===== src/rtl/digital_sine_gen.sv =====
// Free-running 12-bit offset-binary sine source for the DAC path.
// 256-point wave unfolded from a 65-entry quarter-wave ROM.
module digital_sine_gen #(
    parameter int CLK_DIV = 488,
    parameter int STEP    = 1
) (
    input  logic        Clk,
    input  logic        Rst,
    output logic [11:0] data
);

    localparam int CW = (CLK_DIV > 1) ? $clog2(CLK_DIV) : 1;
    localparam logic [CW-1:0] DIV_LAST = CW'(CLK_DIV - 1);
    localparam logic [7:0] STEP_W = 8'(STEP);

    logic [CW-1:0] div_cnt;
    logic [7:0]    idx;
    logic [7:0]    idx_nxt;
    logic [6:0]    q_addr;
    logic [10:0]   q_val;
    logic [11:0]   s_nxt;

    function automatic logic [10:0] q_rom(input logic [6:0] i);
        logic [10:0] q;
        q = '0;
        case (i)
            7'd0:  q = 11'd0;
            7'd1:  q = 11'd50;
            7'd2:  q = 11'd100;
            7'd3:  q = 11'd151;
            7'd4:  q = 11'd201;
            7'd5:  q = 11'd251;
            7'd6:  q = 11'd300;
            7'd7:  q = 11'd350;
            7'd8:  q = 11'd399;
            7'd9:  q = 11'd449;
            7'd10: q = 11'd497;
            7'd11: q = 11'd546;
            7'd12: q = 11'd594;
            7'd13: q = 11'd642;
            7'd14: q = 11'd690;
            7'd15: q = 11'd737;
            7'd16: q = 11'd783;
            7'd17: q = 11'd830;
            7'd18: q = 11'd875;
            7'd19: q = 11'd920;
            7'd20: q = 11'd965;
            7'd21: q = 11'd1009;
            7'd22: q = 11'd1052;
            7'd23: q = 11'd1095;
            7'd24: q = 11'd1137;
            7'd25: q = 11'd1179;
            7'd26: q = 11'd1219;
            7'd27: q = 11'd1259;
            7'd28: q = 11'd1299;
            7'd29: q = 11'd1337;
            7'd30: q = 11'd1375;
            7'd31: q = 11'd1411;
            7'd32: q = 11'd1447;
            7'd33: q = 11'd1483;
            7'd34: q = 11'd1517;
            7'd35: q = 11'd1550;
            7'd36: q = 11'd1582;
            7'd37: q = 11'd1614;
            7'd38: q = 11'd1644;
            7'd39: q = 11'd1674;
            7'd40: q = 11'd1702;
            7'd41: q = 11'd1729;
            7'd42: q = 11'd1756;
            7'd43: q = 11'd1781;
            7'd44: q = 11'd1805;
            7'd45: q = 11'd1828;
            7'd46: q = 11'd1850;
            7'd47: q = 11'd1871;
            7'd48: q = 11'd1891;
            7'd49: q = 11'd1910;
            7'd50: q = 11'd1927;
            7'd51: q = 11'd1944;
            7'd52: q = 11'd1959;
            7'd53: q = 11'd1973;
            7'd54: q = 11'd1986;
            7'd55: q = 11'd1997;
            7'd56: q = 11'd2008;
            7'd57: q = 11'd2017;
            7'd58: q = 11'd2025;
            7'd59: q = 11'd2032;
            7'd60: q = 11'd2037;
            7'd61: q = 11'd2041;
            7'd62: q = 11'd2045;
            7'd63: q = 11'd2046;
            7'd64: q = 11'd2047;
            default: q = 11'd0;
        endcase
        return q;
    endfunction

    assign idx_nxt = idx + STEP_W;

    // odd quadrants read the ROM backwards; offset 0 there lands on Q[64]
    assign q_addr = idx_nxt[6] ? (7'd64 - {1'b0, idx_nxt[5:0]})
                               : {1'b0, idx_nxt[5:0]};
    assign q_val  = q_rom(q_addr);

    // 2048 +/- Q spans 1..4095, so 12 bits never wrap
    assign s_nxt = idx_nxt[7] ? (12'd2048 - {1'b0, q_val})
                              : (12'd2048 + {1'b0, q_val});

    always_ff @(posedge Clk) begin
        if (Rst) begin
            div_cnt <= '0;
            idx     <= '0;
            data    <= 12'd2048;
        end else if (div_cnt == DIV_LAST) begin
            div_cnt <= '0;
            idx     <= idx_nxt;
            data    <= s_nxt;
        end else begin
            div_cnt <= div_cnt + CW'(1);
        end
    end

endmodule


===== config.mk =====
export PLATFORM = sky130hd
export DESIGN_NAME = digital_sine_gen
export DESIGN_NICKNAME = d
export VERILOG_FILES = /design/src/rtl/digital_sine_gen.sv
export SDC_FILE = /design/constraint.sdc
export NUM_CORES = 1
export LEC_CHECK = 0
export ABC_AREA = 1
export CORE_ASPECT_RATIO = 0.9
export CORE_MARGIN = 10
export CORE_UTILIZATION = 40
export DETAILED_ROUTE_END_ITERATION = 16
export GPL_TIMING_DRIVEN = 0
export PLACE_DENSITY_LB_ADDON = 0.08
export SLEW_MARGIN = 20
export SYNTH_ARGS = -nofsm -noshare
export SYNTH_HDL_FRONTEND = slang
export SYNTH_SLANG_ARGS = --single-unit

===== constraint.sdc =====
create_clock -name Clk -period 3.6 [get_ports Clk]
set_input_delay 0.72 -clock Clk [delete_from_list [all_inputs] [get_ports Clk]]
set_output_delay 0.72 -clock Clk [all_outputs]
set_load 0.005 [all_outputs]

==> results by group <==
Route
  – Number of DRC markers in iteration 0: 159
  – Vias per cell: 5.22
  – TritonRoute pass-1 iters: 5
  – Vias: 3223
  – # DRC: 0
  – Drt total wl: 8.43 mm
  – DR WL/cell: 13.7 µm
  – Post-DRT Antenna Nets: 0

Pwr
  – Peak supply drop: 0.000198 V
  – PnR Total Power: 0.691 mW
  – Switching Share: 20.2%
  – P_sw: 0.140 mW
  – Clock network power share: 51.2%
  – Comb pwr share: 1.9%
  – Pleak: 1.62 nW
  – Seq pwr share: 46.9%
  – Cell Pwr Density: 205 nW/µm²
  – Internal cell power: 0.552 mW

Floorplanning
  – Starting density of the core: 41.0%
  – Die area: 11000 µm²
  – Core area: 7000 µm²
  – Die Width: 109 µm
  – Top Ports: 14
  – # rows: 29
  – Die Span Y: 100 µm

STA
  – Fin crit share: 91.1%
  – Final TNS setup: 0 ns
  – Relative slew slack: 57.1%
  – Period minus WS final: 3.28 ns
  – Final Hold Fails: 0
  – Worst slew pin tran: 0.642 ns
  – Max Transition Viols Final: 0
  – Final setup fails: 0
  – F_max: 305 MHz
  – Clock Skew: 0.00450 ns
  – Setup WS post-layout: 0.321 ns

Clock tree
  – CTS tree: built
  – CTS clock-pin slew for the worst setup and hold paths: 0.07 ns
  – Clk Latency, worst-skew pair: 0.28 ns
  – Root Buffer Master: clkbuf_8
  – Sink Count: 29
  – H-tree depth: 2
  – Worst-case clock buffer depth: 2
  – CTS Hold Bufs: 0
  – Num CTS Buffers: 5

Synthesis
  – Primary FF master, synth: dfxtp_1
  – Post-Syn Nets: 507
  – Mapped Area: 2870 µm²
  – YS warnings: 0
  – Flops & latches, synth: 29
  – Register area share after synthesis: 20.2%
  – Mapped Avg Cell Area: 5.81 µm²
  – EDFF count, synth: 0
  – Ys async rst share: 0%
  – Cells after Synth: 494
  – Post-synth cell types: 34

Worst setup path
  – Required time of the critical path: 3.77 ns
  – Reg-to-Reg Start: idx[0]
  – Delay of the slowest critical-path stage: 0.39 ns
  – Crit path DAT: 3.45 ns
  – CP most frequent cell: nand2_1
  – CP Max Fanout: 7
  – CP top delay family: simple AND/OR/NAND/NOR gates
  – CP Buf/Inv Count: 2
  – CP Capture Type: flip-flop
  – Source of the critical timing path: idx[0]
  – Crit path kind: reg -> reg
  – Worst setup SP type: flip-flop
  – Slowest-stage cell, CP: dfxtp_4

Run status
  – Status: finished clean

Placed design
  – Hpwl dp: 6.48 mm
  – Count of port buffers added during placement: 13
  – RePlAce Congestion: 0.947
  – Worst slack, placed: -0.105 ns

Flow run
  – Total of max-cap violations: 0

Cells and area
  – Area growth syn-to-layout: 17.3%
  – Area occupied by multi-input gates: 1990 µm²
  – Fill cells: 734
  – Antenna fix cells: 0
  – Fin nets: 536
  – Flip-flop and latch area: 588 µm²
  – Share of layout cells above drive strength 1: 14.7%

Global route
  – Congestion Overflow GR: 0
  – Global-route wire length before repair: 14.1 mm
  – Initial antenna violation count: 0
  – GRT Overall Usage: 15.6%
  – Pin count of the biggest net entering global routing: 11
  – Vias in the first global route: 2891

Min path
  – Worst hold start: data[2]
  – Hold Path Class: reg -> reg
cell usage in the layout, fill, tap and decap left out, types with 2 or more instances in the layout:
master / n
nand2_1: 177
nand3_1: 78
inv_1: 50
nor2_1: 32
dfxtp_1: 27
o21ai_0: 15
buf_4: 14
clkdlybuf4s50_1: 13
nand2_2: 12
a21oi_1: 12
nand4_1: 9
ha_1: 8
nand3_2: 7
inv_2: 7
nand2_4: 6
clkbuf_8: 6
nor2_2: 5
o22ai_1: 5
buf_6: 4
clkbuf_1: 4
o21ai_1: 4
buf_2: 3
nor3b_1: 3
nor2_4: 2
o211ai_1: 2
ha_4: 2
dfxtp_4: 2
Yosys cell counts, types with 2 or more instances:
library cell    n  area, µm²
inv_2           6       22.5
buf_6           4       45.0
nor2_4          2       22.5
nand2_1       179        672
nor3b_1         3       22.5
o211ai_1        2       15.0
nor2_2          4       25.0
nor2_1         33        124
o22ai_1         5       31.3
nand2_2        11       68.8
nand2_4         6       67.6
o21ai_0        15       75.1
buf_2           3       15.0
buf_4           5       37.5
nand3_2         6       60.1
clkbuf_1        4       15.0
nand3_1        79        395
a21oi_1        12       60.1
nand4_1         9       56.3
ha_1           11        138
dfxtp_1        29        581
o21ai_1         4       20.0
inv_1          51        191
worst register-to-register path, stage by stage (launching register included):
cell	delay [ns]
dfxtp_4	0.39
ha_4	0.16
nand3_2	0.11
o21bai_4	0.33
nand2_8	0.12
nand2_2	0.11
nand2_4	0.10
ha_1	0.23
inv_1	0.05
nand2_1	0.07
nand2_2	0.12
nand2_1	0.07
nor2_1	0.10
nand2_1	0.05
nand2_1	0.07
nand2_1	0.05
nand4_1	0.12
nand2_1	0.09
inv_2	0.08
ha_1	0.18
nand2_2	0.07
nor2_4	0.11
nand2_1	0.10
nand2_1	0.07
nand3_1	0.07
nand3_1	0.08
nand2_1	0.06
per-stage QoR:
stage / util [%] / area (µm²) / hold slack (ns) / std cells
after global placement: 44.5 / 3120 / 0.431 / 600
after CTS: 46.4 / 3250 / 0.456 / 608
after floorplan: - / 2870 / 0.418 / 494
after global routing: 48.1 / 3370 / 0.473 / 617
final: 48.1 / 3370 / 0.453 / 617
after detailed placement: 44.5 / 3120 / 0.444 / 600
cell families after synthesis:
logic type | Yosys count | share of synthesized area (%)
compound gates | 41 | 8.24
xor+xnor | 1 | 0.305
fa+ha+maj | 11 | 4.80
buf+inv | 75 | 12.2
flops | 29 | 20.2
simple gates | 337 | 54.2
layer usage:
metal	vias up	GRT usage [%]	share of wire, %	routed length [µm]
met3	13	2.88	5.7	482
li1	1647	-	-	-
met2	95	24.3	45	3770
met1	1468	21.7	48	4060
met4	0	3.70	1.4	121
met5	-	0	0	0
cell type report:
type | count | area share, %
inverter | 58 | 6.47
multi-input combinational | 390 | 59.2
tap | 93 | 3.46
clock buffer | 6 | 2.45
sequential | 29 | 17.5
buffer | 17 | 3.94
timing repair buffer | 22 | 5.87
clock inverter | 2 | 1.12
final timing paths:
kind | end | slack, ns | cells past startpoint
setup / recovery | data[10] | 0.32 | 26
setup reg to reg | data[10] | 0.32 | 26
hold reg to reg | data[2] | 0.45 | 2
hold / removal | data[2] | 0.45 | 2
repair_timing:
action                     4_1_cts  5_1_grt
pin swaps                        0        7
setup endpoints to repair        4        6
buffers inserted                 0        9
resized for setup                4       11
sequential cells by signal (all words and copies together), names as in the netlist:
register  count
div_cnt       9
idx           8
data         12
power groups by stage:
stage / registers [mW] / logic (mW) / clock network (mW)
final: 0.324 / 0.0135 / 0.354
after global routing: 0.324 / 0.0166 / 0.378
after CTS: 0.325 / 0.0138 / 0.367
after detailed placement: 0.333 / 0.0138 / 0
after global placement: 0.333 / 0.0137 / 0
after floorplan: 0.332 / 0.00922 / 0
No activity file was read; power rests on OpenSTA's default activity.
